### src/rtl/if_stage_if.sv
// Fetch-stage bundle: instruction ROM port, ID handshake and redirect inputs.
interface if_stage_if;
  logic        rom_ce;
  logic [31:0] rom_addr;
  logic [31:0] rom_inst;
  logic        id_valid;
  logic [31:0] id_pc;
  logic [31:0] id_inst;
  logic        id_ready;
  logic        branch_flag;
  logic [31:0] branch_target;
  logic        flush;
  logic [31:0] new_pc;

  modport master (
    output rom_ce, rom_addr, id_valid, id_pc, id_inst,
    input  rom_inst, id_ready, branch_flag, branch_target, flush, new_pc
  );

  modport slave (
    input  rom_ce, rom_addr, id_valid, id_pc, id_inst,
    output rom_inst, id_ready, branch_flag, branch_target, flush, new_pc
  );
endinterface

### src/rtl/if_stage.sv
// Instruction fetch: owns the PC, fetches from ROM into a 2-entry FIFO and
// presents the head to ID; handles delay-slot branches and flushes.
module if_stage #(
  parameter logic [31:0] RESET_PC = 32'h0000_0000
) (
  input  logic      clk,
  input  logic      rst,
  if_stage_if.master bus
);

  logic [31:0] pc_reg, pc_next;
  logic        ce_reg;
  logic [1:0]  count_reg, count_next;
  logic        head_reg, head_next;
  logic        tail;
  logic        fetch, pop, take_branch;
  logic [1:0]  wr_en;
  logic [31:0] entry_pc   [2];
  logic [31:0] entry_inst [2];

  // With at most two entries the free slot is head when empty, the other one otherwise.
  assign tail = head_reg ^ count_reg[0];

  always_comb begin
    fetch       = ce_reg && (count_reg != 2'd2) && !bus.flush;
    pop         = (count_reg != 2'd0) && bus.id_ready && !bus.flush;
    take_branch = pop && bus.branch_flag;
    pc_next     = pc_reg;
    count_next  = count_reg;
    head_next   = head_reg;
    if (bus.flush) begin
      pc_next    = bus.new_pc;
      count_next = 2'd0;
      head_next  = 1'b0;
    end else begin
      // The delay slot is already queued or being fetched now, so only the PC moves.
      if (take_branch)
        pc_next = bus.branch_target;
      else if (fetch)
        pc_next = pc_reg + 32'd4;
      count_next = count_reg + {1'b0, fetch} - {1'b0, pop};
      head_next  = head_reg ^ pop;
    end
  end

  always_ff @(posedge clk or negedge rst) begin
    if (!rst) begin
      pc_reg    <= RESET_PC;
      ce_reg    <= 1'b0;
      count_reg <= 2'd0;
      head_reg  <= 1'b0;
    end else begin
      pc_reg    <= pc_next;
      ce_reg    <= 1'b1;
      count_reg <= count_next;
      head_reg  <= head_next;
    end
  end

  generate
    for (genvar gi = 0; gi < 2; gi++) begin : g_wr_en
      assign wr_en[gi] = fetch && (tail == 1'(gi));
    end
  endgenerate

  // Payload needs no reset: the outputs are masked while the FIFO is empty.
  always_ff @(posedge clk) begin
    for (int i = 0; i < 2; i++) begin
      if (wr_en[i]) begin
        entry_pc[i]   <= pc_reg;
        entry_inst[i] <= bus.rom_inst;
      end
    end
  end

  assign bus.rom_ce   = ce_reg;
  assign bus.rom_addr = pc_reg;
  assign bus.id_valid = (count_reg != 2'd0);
  assign bus.id_pc    = bus.id_valid ? entry_pc[head_reg]   : 32'h0;
  assign bus.id_inst  = bus.id_valid ? entry_inst[head_reg] : 32'h0;

endmodule

### src/flat_wrapper.sv
// flat-port wrapper written by rule: the top's interface ports become plain ports
module if_stage_flat 
#(
  parameter logic [31:0] RESET_PC = 32'h0000_0000
)
  (clk, rst, bus_rom_ce, bus_rom_addr, bus_id_valid, bus_id_pc, bus_id_inst, bus_rom_inst, bus_id_ready, bus_branch_flag, bus_branch_target, bus_flush, bus_new_pc);
  if_stage_if bus_i ();
  input  logic clk;
  input  logic rst;
  output wire logic [$bits(bus_i.rom_ce)-1:0] bus_rom_ce;
  output wire logic [$bits(bus_i.rom_addr)-1:0] bus_rom_addr;
  output wire logic [$bits(bus_i.id_valid)-1:0] bus_id_valid;
  output wire logic [$bits(bus_i.id_pc)-1:0] bus_id_pc;
  output wire logic [$bits(bus_i.id_inst)-1:0] bus_id_inst;
  input wire logic [$bits(bus_i.rom_inst)-1:0] bus_rom_inst;
  input wire logic [$bits(bus_i.id_ready)-1:0] bus_id_ready;
  input wire logic [$bits(bus_i.branch_flag)-1:0] bus_branch_flag;
  input wire logic [$bits(bus_i.branch_target)-1:0] bus_branch_target;
  input wire logic [$bits(bus_i.flush)-1:0] bus_flush;
  input wire logic [$bits(bus_i.new_pc)-1:0] bus_new_pc;
  assign bus_rom_ce = bus_i.rom_ce;
  assign bus_rom_addr = bus_i.rom_addr;
  assign bus_id_valid = bus_i.id_valid;
  assign bus_id_pc = bus_i.id_pc;
  assign bus_id_inst = bus_i.id_inst;
  assign bus_i.rom_inst = bus_rom_inst;
  assign bus_i.id_ready = bus_id_ready;
  assign bus_i.branch_flag = bus_branch_flag;
  assign bus_i.branch_target = bus_branch_target;
  assign bus_i.flush = bus_flush;
  assign bus_i.new_pc = bus_new_pc;
  if_stage #(.RESET_PC(RESET_PC)) u_core (.clk(clk), .rst(rst), .bus(bus_i));
endmodule
### config.mk
export PLATFORM = sky130hd
export DESIGN_NAME = if_stage_flat
export DESIGN_NICKNAME = d
export VERILOG_FILES = /design/src/rtl/if_stage_if.sv /design/src/rtl/if_stage.sv /design/src/flat_wrapper.sv
export SDC_FILE = /design/constraint.sdc
export NUM_CORES = 1
export LEC_CHECK = 0
export ABC_AREA = 1
export CAP_MARGIN = 20
export CELL_PAD_IN_SITES_DETAIL_PLACEMENT = 0
export CELL_PAD_IN_SITES_GLOBAL_PLACEMENT = 1
export CORE_ASPECT_RATIO = 0.9
export CORE_MARGIN = 1.5
export CORE_UTILIZATION = 40
export DETAILED_ROUTE_END_ITERATION = 12
export GPL_ROUTABILITY_DRIVEN = 0
export PLACE_DENSITY = 0.9
export SETUP_SLACK_MARGIN = 0.3
export SYNTH_ARGS = -nofsm -noshare
export SYNTH_HDL_FRONTEND = slang
export SYNTH_SLANG_ARGS = --single-unit
### constraint.sdc
create_clock -name clk -period 10.4 [get_ports clk]
set_input_delay 2.08 -clock clk [delete_from_list [all_inputs] [get_ports clk]]
set_output_delay 2.08 -clock clk [all_outputs]
set_load 0.01 [all_outputs]
== After elaboration in Yosys (flattened, before gate mapping) ==
Memory sizes are Yosys's and may differ from the RTL's.
Cells that the tools add are included.

* Reductions and logical operators: 12
* Mux-type cells: 17
* Equality and inequality tests: 1
* Add/subtract/negate cells: 3
* Bitwise logic cells: 3

{| class="wikitable"
|+ Operators with widths
! cell !! number
|-
| 32-bit 2-to-1 mux || 7
|-
| 32-bit OR reduction || 2
|-
| 32-bit by 3-bit adder with 32-bit output (second input constant) || 1
|-
| 1-bit 2-to-1 mux || 9
|-
| 1-bit logical AND || 7
|-
| 3-bit nonzero test || 1
|-
| 2-bit by 1-bit adder with 2-bit output || 1
|-
| 2-bit 2-to-1 mux || 1
|-
| 2-bit inequality test (second input constant) || 1
|-
| 2-bit nonzero test || 1
|-
| 2-bit by 1-bit subtractor with 2-bit output || 1
|-
| 1-bit XOR || 2
|-
| 1-bit zero test || 1
|-
| 1-bit inverter || 1
|}

* Bits in registers: 36
* Bits of input ports: 101
* Output and inout bits: 98
* Word-level logic and storage cells: 42
* Memories kept: 2
* RAM bits: 128

{| class="wikitable"
|+ Memories
! name !! words !! width !! rd ports !! clocked after memory_dff !! write ports !! line !! RTL
|-
| u_core.entry_inst || 2 || 32 || 1 || 0 || 1 || if_stage.sv:19 || <nowiki>logic [31:0] entry_inst [2];</nowiki>
|-
| u_core.entry_pc || 2 || 32 || 1 || 0 || 1 || if_stage.sv:18 || <nowiki>logic [31:0] entry_pc [2];</nowiki>
|}

== Logic depth before layout (Yosys ltp) ==
Gate-level depths: netlist of run 1.

* Depth in word-level cells: 8
* Mapped depth: 11
* Mapped depth without buffers: 11

== Worst setup path before layout of run 1 ==
No wires, ideal clock.

* Path type: input port to flip-flop
* Start: in bus_flush
* End: mem u_core.entry_inst[0][0], enable pin
* Arrival time: 5.056 ns
* Path slack: 4.857 ns
* Library setup time: 0.487 ns
* Path buffers: 0
* Required time: 9.913 ns
* Stages on the path: 3
* Cell sequence: inv_2 -> nand3_2 -> nor2_1

* Elaborated cells on any way between the ends: 11
* Those cells by class: mux (6); reduce/logical (5)

{| class="wikitable"
|+ RTL lines
! item !! line !! RTL
|-
| from (decl) || flat_wrapper.sv:19 || <nowiki>input wire logic [$bits(bus_i.flush)-1:0] bus_flush;</nowiki>
|-
| 1-bit zero test || if_stage.sv:25 || <nowiki>fetch = ce_reg && (count_reg != 2'd2) && !bus.flush;</nowiki>
|-
| 1-bit logical AND || if_stage.sv:25 ||
|-
| 1-bit logical AND || if_stage.sv:62 || <nowiki>assign wr_en[gi] = fetch && (tail == 1'(gi));</nowiki>
|-
| net u_core.wr_en[0] || if_stage.sv:17 || <nowiki>logic [1:0] wr_en;</nowiki>
|-
| 1-bit 2-to-1 mux || if_stage.sv:69 || <nowiki>if (wr_en[i]) begin</nowiki>
|-
| 1-bit 2-to-1 mux (implied by the code) || if_stage.sv:71 || <nowiki>entry_inst[i] <= bus.rom_inst;</nowiki>
|-
| 1-bit 2-to-1 mux (no source line) || n/a ||
|-
| to (decl) || if_stage.sv:19 ||
|}

The timed path passes the listed nets, and every way through them passes these cells.

== Worst setup path in the final report of run 1 ==
* Start: reg u_core.head_reg
* End: out bus_id_pc[16]

* Cells in the longest elaborated chain, start to end: 2

{| class="wikitable"
|+ Ends and longest elaborated chain
! item !! line !! RTL
|-
| from (decl) || if_stage.sv:14 || <nowiki>logic head_reg, head_next;</nowiki>
|-
| from (signal assigned) || if_stage.sv:56 || <nowiki>head_reg <= head_next;</nowiki>
|-
| memory 2 x 32 bit || n/a ||
|-
| 32-bit 2-to-1 mux || if_stage.sv:79 || <nowiki>assign bus.id_pc = bus.id_valid ? entry_pc[head_reg] : 32'h0;</nowiki>
|-
| to (decl) || flat_wrapper.sv:13 || <nowiki>output wire logic [$bits(bus_i.id_pc)-1:0] bus_id_pc;</nowiki>
|}

No other way between the ends.

==> metrics, run 1 <==
Cell Area, Placed 9880 um^2; via count 6264; ys flop type edfxtp_1; Netlist Area Pre-Place 7670 um^2; Clock transition at path regs 0.06 ns; XOR/XNOR Fraction of Synth Area 0.0114; CTS tree done; synth-to-layout area growth 36.3%; Hold Startpoint u_core.bus.rom_addr[1]; I/O pin total 199; R2R depth 5; worst skew pair latency 0.42 ns; Synth Area per Inst 9.26 um^2; Metal-1 WL 9440 um; htree depth 4; PnR Total Power 2130 uW; CTS Sinks 164; VDD IR max 0.127 mV; hold depth 0; compound-gate portion of the synthesized area 0.0901; grt ovf 0; synthesized instance count 828; RSZ-0062 raised after global routing no; pre-CTS setup slack 5.73 ns; Starting Density 0.413; Synth area leader edfxtp_1; Yosys cell types 32; DR top layer met4; worst-margin pin slew 0.894 ns; die area 20000 um^2; CP max stage cell clkdlybuf4s50_1; hold buffer count at cts 0; post-route ant nets 0; worst path arrival time 2.40 ns; IO buf count 198; syn nets 932; Die Y 134 um; Total Nets Final 1120; Post-Synth Adder-Cell Area 0.00490; post-CTS setup buffers 0; vias in the first global route 5918; Post-synth EDFFs 128; RR Startpoint u_core.head_reg; Cell Count, Final, Fillers Out 1273; worst setup margin 5.92 ns; r2r endpoint u_core.entry_pc[0][0]; Root Buffer clkbuf_16; largest net degree at the start of global routing 67; Inst Count DP 1242; post-synthesis simple-gate area fraction 0.226; Post-synth ARST share 0.220; minimum clock period 4.48 ns; post-CTS sizing 0; worst hold path type flop to flop; most common cell in the netlist nand2_1; required time worst endpoint 8.32 ns; Ys Warns 0; # DRC 0; Total Wirelength 20500 um; CP endpoint kind output port; Vias/cell 4.92; WL met2 9530 um; max capacitance violation total 0; core area 18600 um^2; fmax 223 MHz; Leakage 0.00410 uW; post-route cell area 10500 um^2; Psw 689 uW; Max stage delay on crit path 0.59 ns; die width 149 um; # diodes 0; Fin. Hold Viols 0; Internal Power 1440 uW; Seq/Total Area, Yosys 0.619; maximum root-to-sink buffer count 2; GRT Util Overall 0.208; Tcrit/Tclk final 0.431; # rows 47; number of CTS-inserted buffers 17; Final Max Slew Viols 0; crit-path cells inv_2 > buf_12 > nand2_1 > a21oi_1 > clkdlybuf4s50_1; most frequent cells after synthesis nand2_1 (311), edfxtp_1 (128), a21oi_1 (80), inv_1 (54), nor2_1 (50); Clk pwr share 0.285; Min-Delay Endpoint u_core.entry_pc[0][1]; largest family of logic cells by synthesized area simple AND/OR/NAND/NOR gates; 1st-iter DRT viols 402; R2R Setup Slk 7.53 ns; clk_skew 0.0131 ns; Max-slew headroom 0.404; layout cells sized above 1 0.0593; Sw Share 0.324; Seq cells post-synth 164; met3 WL post-DR 1290 um; mux cell area share after synthesis 0; Comb pwr share 0.291; first-pass GRT wire length 31600 um; wire per inst 16.1 um; DR pass1 iterations 5; Seq pwr share 0.424; Setup violations, final 0; post-DP HPWL 13700 um; Yosys top cell area share 0.501; cell area power density 204 nW/um^2; top cells by area, synth edfxtp_1 (50%), nand2_1 (15%), dfrtp_1 (12%); initial antenna violation count 0; crit path kind flop to output port; Startpoint Class flop; crit-path max FO 37; setup TNS 0 ns; status complete, no violations
==> metrics by stage <==
| step | hold WS (ns) | util |
|---|---|---|
| 3_3_place_gp | 0.533 | 0.531 |
| 6_report | 0.559 | 0.562 |
| 3_5_place_dp | 0.535 | 0.532 |
| 5_1_grt | 0.588 | 0.562 |
| 4_1_cts | 0.557 | 0.562 |
| 2_1_floorplan | 0.529 | - |
==> kinds of logic (layout without fill, tap and decap cells) <==
logic type	count (synthesis)	count (layout)
and+or+nand+nor	425	425
buffers and inverters	93	293
DFF	164	164
AOI/OAI and AO/OA	132	132
other	1	1
xor gates and xnor gates	10	10
adders and majority gates	3	3
==> placed cells by master (no fill, tap or decap), types with 7 or more instances in the layout <==
cell	Yosys	routed
buf_4	5	7
edfxtp_1	128	128
clkbuf_16	0	17
dfrtp_1	36	35
nand2_1	311	311
inv_1	54	53
o21ai_1	21	21
o21ai_0	18	18
a21oi_1	80	80
clkdlybuf4s50_1	0	197
o21bai_1	8	8
nor2_1	50	47
nand3_1	46	46
==> critical path, delay by kind of cell, from the launching register on <==
kind,cells,cell delay [ns]
compound gates,1,0.23
buf+inv,3,1.28
flops,1,0.40
simple gates,1,0.07
==> metal layers <==
layer | track usage | up-vias
met5 | 0 | -
met4 | 0.0534 | 0
met3 | 0.0486 | 18
met2 | 0.327 | 234
met1 | 0.292 | 2887
li1 | - | 3125
==> cell type report <==
cell class / instances / area [um^2]
flip-flops and latches: 164 / 4750
clock inverters: 14 / 144
multi-input cells: 571 / 2570
well taps: 245 / 307
clock buffers: 17 / 425
repair buffers: 206 / 2050
fillers: 1686 / 8130
inverters: 56 / 210
==> worst max path at each step <==
stage	from	to	slack, ns	depth (start not counted)
finish	u_core.head_reg	bus_id_pc[16]	5.92	5
global route	u_core.head_reg	bus_id_pc[16]	5.76	5
CTS	u_core.head_reg	bus_id_pc[16]	5.84	5
detailed placement	bus_flush	u_core.entry_inst[0][0]	5.73	6
global placement	bus_flush	u_core.entry_inst[0][0]	5.77	6
floorplan	bus_flush	u_core.entry_inst[0][0]	4.86	3
==> power groups by stage <==
stage	Sequential (uW)	Combinational [uW]	Clock [uW]
after floorplan	901	303	0
after CTS	903	630	616
after global routing	916	683	643
after detailed placement	916	627	0
after global placement	913	618	0
final	903	620	606
(Power assumes the default switching activity.)
==> run 2, diff against run 1 <==
--- a/config.mk
+++ b/config.mk
@@ -11,10 +11,10 @@
 export CELL_PAD_IN_SITES_GLOBAL_PLACEMENT = 1
 export CORE_ASPECT_RATIO = 0.9
 export CORE_MARGIN = 1.5
-export CORE_UTILIZATION = 40
+export CORE_UTILIZATION = 37
 export DETAILED_ROUTE_END_ITERATION = 12
 export GPL_ROUTABILITY_DRIVEN = 0
-export PLACE_DENSITY = 0.9
+export PLACE_DENSITY = 0.85
 export SETUP_SLACK_MARGIN = 0.3
 export SYNTH_ARGS = -nofsm -noshare
 export SYNTH_HDL_FRONTEND = slang
==> constraint.sdc (replaced) <==
create_clock -name clk -period 4.2 [get_ports clk]
set_input_delay 0.84 -clock clk [delete_from_list [all_inputs] [get_ports clk]]
set_output_delay 0.84 -clock clk [all_outputs]
set_load 0.01 [all_outputs]
==> metrics, run 2 (same netlist as run 1, synthesis figures left out) <==
# DRC 0 (unchanged); wire per inst 16.2 um (+0.58%); Root Buffer clkbuf_16; Vias/cell 4.85 (-1.3%); clk_skew 0.0154 ns (+0.00232 ns); crit-path max FO 34 (-8.1%); Total Wirelength 20800 um (+1.5%); crit-path cells inv_2 > buf_4 > nand2_1 > a21oi_1 > clkdlybuf4s50_1; first-pass GRT wire length 32300 um (+2.4%); minimum clock period 3.44 ns; IO buf count 198 (unchanged); CP max stage cell clkdlybuf4s50_1; status complete, no violations; max capacitance violation total 0 (unchanged); die area 21600 um^2 (+7.9%); post-CTS sizing 0 (unchanged); synth-to-layout area growth 36.4% (about the same); htree depth 4 (unchanged); CP endpoint kind output port; Die Y 140 um (+3.9%); fill cell count 1838 (+9.0%); worst-margin pin slew 0.885 ns (-0.00898 ns); most frequent cells in the layout nand2_1 (311), clkdlybuf4s50_1 (197), edfxtp_1 (128); hold buffer count at cts 0 (unchanged); Fin. Hold Viols 0 (unchanged); number of CTS-inserted buffers 17 (unchanged); die width 155 um (+3.9%); post-route ant nets 0 (unchanged); cell area power density 502 nW/um^2 (+150%); crit path kind flop to output port; VDD IR max 0.289 mV (+130%); grt ovf 0 (unchanged); vias in the first global route 5990 (+1.2%); required time worst endpoint 3.36 ns (-4.96 ns); Tcrit/Tclk final 0.818; Max stage delay on crit path 0.57 ns (-0.02 ns); Total Nets Final 1121 (+0.089%); setup TNS 0 ns (unchanged); RSZ-0062 raised after global routing no; 1st-iter DRT viols 363 (-9.7%); GRT Util Overall 0.196 (-0.0121); pre-CTS setup slack 1.10 ns (-4.63 ns); DR pass1 iterations 4 (-1); via count 6238 (-0.42%); I/O pin total 199 (unchanged); core area 20200 um^2 (+8.5%); post-DP HPWL 14100 um (+2.7%); initial antenna violation count 2 (+2); Final Max Slew Viols 0 (unchanged); largest net degree at the start of global routing 67 (unchanged); worst skew pair latency 0.43 ns (about the same); post-CTS setup buffers 0 (unchanged); Max-slew headroom 0.410 (+0.00598); CTS Sinks 164 (unchanged); R2R Setup Slk 1.49 ns (-6.04 ns); layout cells sized above 1 0.0592 (-0.000115); Leakage 0.00409 uW (-0.19%); worst setup margin 0.763 ns (-5.16 ns); # rows 49 (+4.3%); worst hold path type input port to async pin; fmax 291 MHz; commonest non-fill, non-tap cell in the layout nand2_1; worst hold slack 0.527 ns (-0.0315 ns); Startpoint Class flop; Starting Density 0.380 (-0.0325); Setup violations, final 0 (unchanged); worst path arrival time 2.60 ns (+0.20 ns); CTS tree done; # diodes 0 (unchanged); Clock transition at path regs 0.06 ns (about the same); maximum root-to-sink buffer count 2 (unchanged); R2R depth 11 (+6)
==> run 2: routing by layer <==
layer / vias up / routed length (um) / global-route usage
met4: 4 / 247 / 0.0653
met3: 18 / 1290 / 0.0514
met5: - / 23 / 0
met1: 2889 / 9720 / 0.271
li1: 3121 / - / -
met2: 206 / 9500 / 0.302
==> run 2: path summary, 6_finish.rpt <==
path	startpoint	endpoint
worst max-delay path	u_core.head_reg	bus_id_inst[29]
worst min-delay path	rst	u_core.bus.rom_addr[25]
worst max register to register	u_core.count_reg[1]	u_core.bus.rom_addr[30]
worst min register to register	u_core.bus.rom_addr[1]	u_core.entry_pc[0][1]
max in group asynchronous	rst	u_core.head_reg
min in group clk	u_core.bus.rom_addr[1]	u_core.entry_pc[0][1]
==> run 2: final cells by class <==
class                      instances  area [um^2]  share of cell area
clock buffer                      18          429              0.0410
clock inverter                    14          129              0.0123
inverter                          56          210              0.0201
multi-input combinational        571         2570               0.246
sequential                       164         4750               0.454
tap                              255          319              0.0305
timing repair buffer             207         2060               0.197
==> run 2: per-stage QoR <==
step,total power (uW),util,cells,area (um^2)
6_report,5250,0.519,1285,10500
5_1_grt,5520,0.519,1285,10500
4_1_cts,5300,0.519,1285,10500
3_5_place_dp,3830,0.491,1253,9900
3_3_place_gp,3810,0.491,1253,9900
2_1_floorplan,2980,-,828,7670
==> run 2: report_power, final <==
group          switching [uW]  leakage [uW]  internal [uW]  total (uW)
Sequential                205       0.00161           2030        2230
Clock                     649      0.000264            820        1470
Combinational             840       0.00222            707        1550
Total                    1690       0.00409           3550        5250
==> run 2: worst max-delay path, delay by kind of cell (launching register included) <==
kind / cells / cell delay [ns]
AOI/OAI and AO/OA: 1 / 0.19
buffers and inverters: 3 / 1.44
DFF: 1 / 0.41
and+or+nand+nor: 1 / 0.10
==> run 3, diff against run 2 <==
--- a/config.mk
+++ b/config.mk
@@ -11,10 +11,10 @@
 export CELL_PAD_IN_SITES_GLOBAL_PLACEMENT = 1
 export CORE_ASPECT_RATIO = 0.9
 export CORE_MARGIN = 1.5
-export CORE_UTILIZATION = 37
+export CORE_UTILIZATION = 33
 export DETAILED_ROUTE_END_ITERATION = 12
 export GPL_ROUTABILITY_DRIVEN = 0
-export PLACE_DENSITY = 0.85
+export PLACE_DENSITY = 0.8
 export SETUP_SLACK_MARGIN = 0.3
 export SYNTH_ARGS = -nofsm -noshare
 export SYNTH_HDL_FRONTEND = slang
==> constraint.sdc (replaced) <==
create_clock -name clk -period 2.8 [get_ports clk]
set_input_delay 0.56 -clock clk [delete_from_list [all_inputs] [get_ports clk]]
set_output_delay 0.56 -clock clk [all_outputs]
set_load 0.01 [all_outputs]
==> metrics, run 3 (same netlist as run 1, synthesis figures left out) <==
post-route ant nets 0 (unchanged); CP endpoint kind output port; # DRC 0 (unchanged); die area 24200 um^2 (+12%); # rows 52 (+6.1%); end point of the critical path bus_id_pc[25]; via count 6277 (+0.63%); Leakage 0.00479 uW (+17%); PnR Total Power 8180 uW (+56%); initial antenna violation count 0 (-2); r2r endpoint u_core.bus.rom_addr[18]; Vias/cell 4.67 (-3.7%); status complete, no violations; multi-input logic area 2590 um^2 (+0.73%); layout cells sized above 1 0.0813 (+0.0220); CTS Sinks 164 (unchanged); Critical Path Source u_core.head_reg; Starting Density 0.339 (-0.0415); fmax 390 MHz; clk_skew 0.00784 ns (-0.00755 ns); R2R depth 10 (-1); max capacitance violation total 0 (unchanged); cell area power density 751 nW/um^2 (+50%); hold buffer count at cts 0 (unchanged); Root Buffer clkbuf_16; required time worst endpoint 2.24 ns (-1.12 ns); commonest non-fill, non-tap cell in the layout nand2_1; Fin. Hold Viols 0 (unchanged); RSZ-0062 raised after global routing yes; crit path kind flop to output port; maximum root-to-sink buffer count 2 (unchanged); vias in the first global route 5910 (-1.3%); Total Wirelength 21400 um (+2.8%); Clock transition at path regs 0.07 ns (about the same); htree depth 4 (unchanged); worst skew pair latency 0.43 ns (about the same); crit-path max FO 50 (+47%); fill cell count 2108 (+15%); post-DP HPWL 14500 um (+3.1%); CTS tree done; GRT Util Overall 0.179 (-0.0173); DR pass1 iterations 5 (+1); # diodes 0 (unchanged); I/O pin total 199 (unchanged); setup TNS 0 ns (unchanged); Total Nets Final 1137 (+1.4%); worst path arrival time 2.01 ns (-0.59 ns); core area 22600 um^2 (+12%); first-pass GRT wire length 32700 um (+1.1%); Startpoint Class flop; wire per inst 15.9 um (-1.6%); RR Startpoint u_core.bus.rom_addr[2]; most frequent cells in the layout nand2_1 (311), clkdlybuf4s50_1 (154), edfxtp_1 (128); grt ovf 0 (unchanged); IO buf count 198 (unchanged); 1st-iter DRT viols 382 (+5.2%); largest net degree at the start of global routing 65 (-3.0%); synth-to-layout area growth 42.1%; register area 4750 um^2 (about the same); Die Y 148 um (+5.8%); die width 164 um (+5.8%); VDD IR max 0.366 mV (+27%); Final Max Slew Viols 0 (unchanged); minimum clock period 2.57 ns; Setup violations, final 0 (unchanged); worst hold path type input port to async pin; Cell Count, Final, Fillers Out 1343 (+4.5%); number of CTS-inserted buffers 17 (unchanged); Inst Count DP 1307 (+4.3%); Tcrit/Tclk final 0.916; R2R Setup Slk 0.75 ns (-0.74 ns)
[run 3: cell types whose count changed in the layout (fill, tap and decap cells not counted), moves of 5 or more]
cell / delta
a21oi_1: -5
a21oi_2: +5
buf_12: +10
clkdlybuf4s50_1: -43
dlygate4sd2_1: +14
dlymetal6s2s_1: +29
[run 3: what timing repair did]
item                                    CTS  global route
setup buffers                             2             1
endpoints found under the setup margin   65            51
gates resized for setup                  21            33
cloned                                    0             1
pin swaps                                 1             0
hold endpoints to repair                  0             0
[run 3: worst min path at each step]
stage | cells after the start | endpoint | slack [ns]
final | 1 | u_core.bus.rom_addr[21] | 0.06
after global routing | 1 | u_core.bus.rom_addr[21] | 0.08
after CTS | 1 | u_core.bus.rom_addr[18] | 0.06
after detailed placement | 0 | u_core.entry_pc[0][1] | 0.51
after global placement | 0 | u_core.entry_pc[1][0] | 0.51
after floorplan | 0 | u_core.bus.rom_addr[0] | 0.26
[run 3: area by class of cell]
| cell class | instances | share of cell area |
|---|---|---|
| timing repair buffer | 223 | 0.218 |
| inverter | 56 | 0.0195 |
| tap | 297 | 0.0341 |
| clock buffer | 18 | 0.0394 |
| clock inverter | 14 | 0.0152 |
| sequential | 164 | 0.436 |
| multi-input combinational | 571 | 0.238 |
[run 3: critical path, stage by stage (launching register included)]
cell             delay, ns
dfrtp_2               0.42
buf_12                0.26
nand2_1               0.08
a21oi_1               0.22
clkdlybuf4s50_1       0.57
[run 3: stage by stage]
stage / util / setup slack, ns / instance area (um^2) / hold slack [ns]
floorplan: - / -0.165 / 7670 / 0.264
global placement: 0.448 / 0.509 / 10100 / 0.507
detailed placement: 0.448 / 0.482 / 10100 / 0.513
CTS: 0.476 / 0.164 / 10800 / 0.0646
global route: 0.481 / 0.156 / 10900 / 0.0782
finish: 0.481 / 0.234 / 10900 / 0.0637
[run 3: power breakdown]
part | switching, uW | internal (uW)
logic | 1330 | 1160
clock network | 1010 | 1340
registers | 291 | 3040
total | 2630 | 5550
[run 3: routing by layer]
metal	up-vias	wire, um	track usage	share of wire
li1	3149	-	-	-
met1	2913	10000	0.254	0.47
met2	205	9680	0.277	0.45
met3	10	1470	0.0441	0.069
met4	0	176	0.0382	0.0082
met5	-	0	0	0
